File: src/rtl/reg_bank_bus_ctrl.sv
// Register bank with a sequenced bus controller (READ, DR_OUT, WRITE, INC, CLR).
// Define SAT_INC_EN to make INC saturate at all-ones instead of wrapping.
module reg_bank_bus_ctrl #(
    parameter int unsigned DATA_W   = 8,
    parameter int unsigned NUM_REGS = 8,
    parameter int unsigned ADDR_W   = 4
) (
    input  logic                         clk,
    input  logic                         rst,
    input  logic                         op_valid,
    output logic                         op_ready,
    input  logic [2:0]                   op_code,
    input  logic [ADDR_W-1:0]            reg_addr,
    input  logic [DATA_W-1:0]            dr_in,
    input  logic [DATA_W-1:0]            bus_in,
    output logic [DATA_W-1:0]            bus,
    output logic                         bus_valid,
    output logic [NUM_REGS-1:0]          en_y,
    output logic                         done,
    output logic                         err,
    output logic [NUM_REGS*DATA_W-1:0]   regs_flat
);

    typedef enum logic [1:0] {StIdle, StExec, StIncWb} state_e;

    localparam logic [2:0] OpNop   = 3'd0;
    localparam logic [2:0] OpRead  = 3'd1;
    localparam logic [2:0] OpDrOut = 3'd2;
    localparam logic [2:0] OpWrite = 3'd3;
    localparam logic [2:0] OpInc   = 3'd4;
    localparam logic [2:0] OpClr   = 3'd5;

    localparam logic [ADDR_W:0] NumRegsW = NUM_REGS[ADDR_W:0];

    state_e              state_q;
    logic [2:0]          op_q;
    logic [ADDR_W-1:0]   addr_q;
    logic [DATA_W-1:0]   data_q;
    logic [DATA_W-1:0]   tmp_q;
    logic                bad_q;
    logic [DATA_W-1:0]   regs_q [NUM_REGS];

    logic [ADDR_W-1:0]   sel_addr;
    logic [NUM_REGS-1:0] sel_oh;
    logic [DATA_W-1:0]   sel_data;
    logic [DATA_W-1:0]   inc_data;
    logic                cmd_bad;

    assign op_ready = (state_q == StIdle);

    // In IDLE the incoming address is decoded; afterwards the latched one.
    always_comb begin
        sel_addr = (state_q == StIdle) ? reg_addr : addr_q;
        sel_oh   = '0;
        sel_data = '0;
        for (int i = 0; i < NUM_REGS; i++) begin
            if (sel_addr == ADDR_W'(i)) begin
                sel_oh[i] = 1'b1;
                sel_data  = regs_q[i];
            end
        end
`ifdef SAT_INC_EN
        inc_data = (&sel_data) ? sel_data : sel_data + DATA_W'(1);
`else
        inc_data = sel_data + DATA_W'(1);
`endif
        cmd_bad = ({1'b0, reg_addr} >= NumRegsW) || (op_code[2] && op_code[1]);
    end

    always_ff @(posedge clk) begin
        if (rst) begin
            state_q   <= StIdle;
            op_q      <= OpNop;
            addr_q    <= '0;
            data_q    <= '0;
            tmp_q     <= '0;
            bad_q     <= 1'b0;
            bus       <= '0;
            bus_valid <= 1'b0;
            en_y      <= '0;
            done      <= 1'b0;
            err       <= 1'b0;
            for (int i = 0; i < NUM_REGS; i++) begin
                regs_q[i] <= '0;
            end
        end else begin
            bus_valid <= 1'b0;
            en_y      <= '0;
            done      <= 1'b0;
            err       <= 1'b0;
            case (state_q)
                StIdle: begin
                    if (op_valid && op_code != OpNop) begin
                        op_q    <= op_code;
                        addr_q  <= reg_addr;
                        data_q  <= (op_code == OpClr) ? '0 : bus_in;
                        bad_q   <= cmd_bad;
                        state_q <= StExec;
                        // Outputs for the EXEC cycle are registered here at accept.
                        if (cmd_bad) begin
                            done <= 1'b1;
                            err  <= 1'b1;
                        end else begin
                            case (op_code)
                                OpRead: begin
                                    bus       <= sel_data;
                                    bus_valid <= 1'b1;
                                    done      <= 1'b1;
                                end
                                OpDrOut: begin
                                    bus       <= dr_in;
                                    bus_valid <= 1'b1;
                                    done      <= 1'b1;
                                end
                                OpWrite, OpClr: begin
                                    en_y <= sel_oh;
                                    done <= 1'b1;
                                end
                                default: ;
                            endcase
                        end
                    end
                end
                StExec: begin
                    state_q <= StIdle;
                    if (!bad_q) begin
                        case (op_q)
                            OpWrite, OpClr: begin
                                for (int i = 0; i < NUM_REGS; i++) begin
                                    if (sel_oh[i]) regs_q[i] <= data_q;
                                end
                            end
                            OpInc: begin
                                tmp_q   <= inc_data;
                                en_y    <= sel_oh;
                                done    <= 1'b1;
                                state_q <= StIncWb;
                            end
                            default: ;
                        endcase
                    end
                end
                StIncWb: begin
                    state_q <= StIdle;
                    for (int i = 0; i < NUM_REGS; i++) begin
                        if (sel_oh[i]) regs_q[i] <= tmp_q;
                    end
                end
                default: state_q <= StIdle;
            endcase
        end
    end

    for (genvar g = 0; g < NUM_REGS; g++) begin : g_flat
        assign regs_flat[g*DATA_W +: DATA_W] = regs_q[g];
    end

endmodule

File: config.mk
export PLATFORM = sky130hd
export DESIGN_NAME = reg_bank_bus_ctrl
export DESIGN_NICKNAME = d
export VERILOG_FILES = /design/src/rtl/reg_bank_bus_ctrl.sv
export SDC_FILE = /design/constraint.sdc
export NUM_CORES = 1
export LEC_CHECK = 0
export ABC_AREA = 1
export ABC_CLOCK_PERIOD_IN_PS = 3300
export CAP_MARGIN = 20
export CORE_UTILIZATION = 51
export DETAILED_ROUTE_END_ITERATION = 10
export GPL_TIMING_DRIVEN = 0
export PLACE_DENSITY = 0.84
export SETUP_SLACK_MARGIN = 0.05
export SLEW_MARGIN = 20
export SYNTH_ARGS = -nofsm -noshare
export SYNTH_HDL_FRONTEND = slang
export SYNTH_SLANG_ARGS = --single-unit
export TNS_END_PERCENT = 50
File: constraint.sdc
create_clock -name clk -period 3.3 [get_ports clk]
set_clock_uncertainty 0.2 [all_clocks]
set_input_delay 0.66 -clock clk [delete_from_list [all_inputs] [get_ports clk]]
set_output_delay 0.66 -clock clk [all_outputs]
set_load 0.05 [all_outputs]
==> metrics.yaml <==
setup_path:
  end_kind: "register"
  path_cells: "clkdlybuf4s50_1 -> nand2_1 -> nand2_2 -> nor2_4 -> clkbuf_4 -> nand3_1 -> nand3_1 -> nor3_2 -> nand4_1 -> ha_2 -> nand2_1 -> nor2_1 -> nand2_1 -> nand3_1 -> o211ai_1 -> inv_1"
  cpMaxStageDelayCell: "clkdlybuf4s50_1"
  critical_path_required_ns: 3.38
  critPathMaxFanout: 10
  worst-setup-path-type: "input pin to register"
  worstPathArrival_ns: 3.15
  slowest_delay_ns: 0.52
  startpoint_type: "input pin"
sta:
  max-slew-margin-rel: 0.292
  setup_viol: 0
  tns_ns: 0
  holdWs_ns: 0.273
  fmaxAchievable_mhz: 326
  slew_viol_final: 0
  final_hold_viol_count: 0
  rsz0062_at_grt: "no"
  worstMarginPinSlew_ns: 1.05
  period_share: 0.929
  layout_min_cycle_time_ns: 3.07
routing:
  drt_iter0_drc: 427
  wirelength_mm: 17.1
  detail_route.wl_per_cell_um: 19.9
  route.detailed.drc: 0
  dr.pass1.iters: 6
  ant_nets: 0
  via_per_inst: 5.79
  vias: 4982
global_routing:
  overflow: 0
  grt_max_degree: 17
  grt.total_usage: 0.337
  antenna_found_initial: 0
  grt_pass1_wl_mm: 25.7
  grt_pass1_vias: 4583
floorplan:
  ios: 110
  die_area_um2: 10700
  die_h_um: 103
  row_count: 36
  die_w_um: 103
  start_util: 0.532
  core-area_um2: 9860
placed_design:
  numPortBuffers: 109
  globalplace.congestion: 0.924
  placed_cells: 843
  dp_hpwl_mm: 12.9
  placed_cell_area_um2: 6500
power_and_ir_drop:
  ir_worst_vdd_v: 0.000281
  p_leak_nw: 2.57
  power-per-cell-area_nw_per_um2: 429
synth:
  ys.flop_type: "edfxtp_1"
  avgSynthCellArea_um2: 8.73
  synth_fp_nets: 628
  ys_seq_elements: 109
  yosys_warnings: 0
  synth_cell_types: 36
  synth_top_area_frac: 0.366
  synth.top_cells.by_area: "edfxtp_1 (37%), dfxtp_1 (17%), nand2_1 (7.9%), nand3_1 (5.2%), inv_1 (5.1%)"
  synth_edf_count: 64
  netlist_instances: 601
  ys_async_sr_fraction: 0
  syn-cell-area_um2: 5250
  ys_seq_area_frac: 0.538
  synth.largest_area_cell: "edfxtp_1"
run_status:
  status: "complete, no violations"
finish:
  multi_input_area_um2: 2060
  drive_gt1_frac: 0.0714
  seqCellArea_um2: 2820
  fillers: 793
  final_cell_count_no_fill: 861
  nNetsFinal: 750
  utilization: 0.682
  syn2layout_area_growth_pct: 28.3
  antenna_cells: 0
  fin_area_um2: 6730
clock_tree:
  cts_buffer_depth: 2
  clk_pin_slew_ns: 0.10
  cts.sinks: 109
  cts_root_buffer: "clkbuf_8"
  cts_buffers: 9
  htreeDepth: 3
  insertion_delay_ns: 0.38
  cts_tree: "yes"
flow_run:
  drv_cap: 0
hold_path:
  min_path_type: "register to register"
## routing by layer
| layer | up-vias | routed length [um] | global-route usage |
|---|---|---|---|
| li1 | 2342 | - | - |
| met4 | 0 | 597 | 0.145 |
| met1 | 2287 | 6820 | 0.461 |
| met3 | 42 | 1770 | 0.0591 |
| met5 | - | 0 | 0 |
| met2 | 311 | 7950 | 0.528 |
## repair_timing
action / CTS / global route
hold buffers: 0 / 0
gates cloned: 0 / 0
setup buffers: 0 / 2
resized for setup: 1 / 4
endpoints found under the setup margin: 2 / 2
pin swaps: 0 / 4
## critical path, delay by kind of cell
| kind | cells | cell delay [ns] |
|---|---|---|
| buffers and inverters | 3 | 0.76 |
| AND/OR/NAND/NOR | 11 | 1.32 |
| AO/OA/AOI/OAI | 1 | 0.10 |
| adder cells (fa/ha/maj) | 1 | 0.30 |
## state kept, by name (all words and copies together), names as in the netlist
name       flops
regs_q        64
bus            8
data_q         8
en_y           8
tmp_q          8
addr_q         4
op_q           3
state_q        2
bad_q          1
bus_valid      1
done           1
err            1
## placed cells by master (no fill, tap or decap), types with 6 or more instances in the layout
cell and instances:
inv_2 9, clkbuf_1 11, o32ai_1 6, dfxtp_1 45, nand2_1 109, o22ai_1 26, nor2_1 53, inv_1 71
clkdlybuf4s50_1 109, edfxtp_1 64, nand2_2 8, o31ai_1 11, nor3_1 15, a21oi_1 27, nor2_4 6, nand4_1 10
a211oi_1 18, o211ai_1 8, o21ai_0 17, clkbuf_8 10, nand3_1 54
## cell type report
| type | instances | area share |
|---|---|---|
| plain buffers | 16 | 0.0121 |
| clock inverters | 4 | 0.00298 |
| multi-input cells | 395 | 0.306 |
| repair buffers | 111 | 0.164 |
| inverters | 81 | 0.0452 |
| clock buffers | 12 | 0.0247 |
| flip-flops and latches | 109 | 0.420 |
| well taps | 133 | 0.0247 |
## cells in the mapped netlist (8+ instances only)
cell        n
clkbuf_1   10
a211oi_1   18
nand3_1    54
o31ai_1    11
o211ai_1    8
a21oi_1    27
dfxtp_1    45
nand4_1    10
nor2_1     53
o22ai_1    26
inv_1      71
inv_2       9
edfxtp_1   64
o21ai_0    20
nor3_1     16
nand2_1   110
## cells by family after synthesis
logic type | after synthesis | synth area share
buffers and inverters | 97 | 0.0730
and+or+nand+nor | 267 | 0.232
xor gates and xnor gates | 1 | 0.00167
AOI/OAI and AO/OA | 126 | 0.152
DFF | 109 | 0.538
adders and majority gates | 1 | 0.00239
## path summary, 6_finish.rpt
check | slack (ns) | end | cells after the start | startpoint
worst max-delay path | 0.23 | tmp_q[4] | 16 | reg_addr[3]
worst min-delay path | 0.27 | bus[6] | 2 | bus[6]
worst max register to register | 0.36 | tmp_q[4] | 17 | state_q[1]
worst min register to register | 0.27 | bus[6] | 2 | bus[6]
## power breakdown
group | switching, mW | internal, mW
clock | 0.451 | 0.337
combinational | 0.405 | 0.168
sequential | 0.0359 | 1.49
## per-stage QoR
stage               setup WS, ns  power (mW)
floorplan                  0.770        1.90
global placement          -0.351        2.10
detailed placement        -0.410        2.11
CTS                        0.139        2.87
global route              0.0845        2.99
finish                     0.234        2.89
No activity file was read; power rests on OpenSTA's default activity.
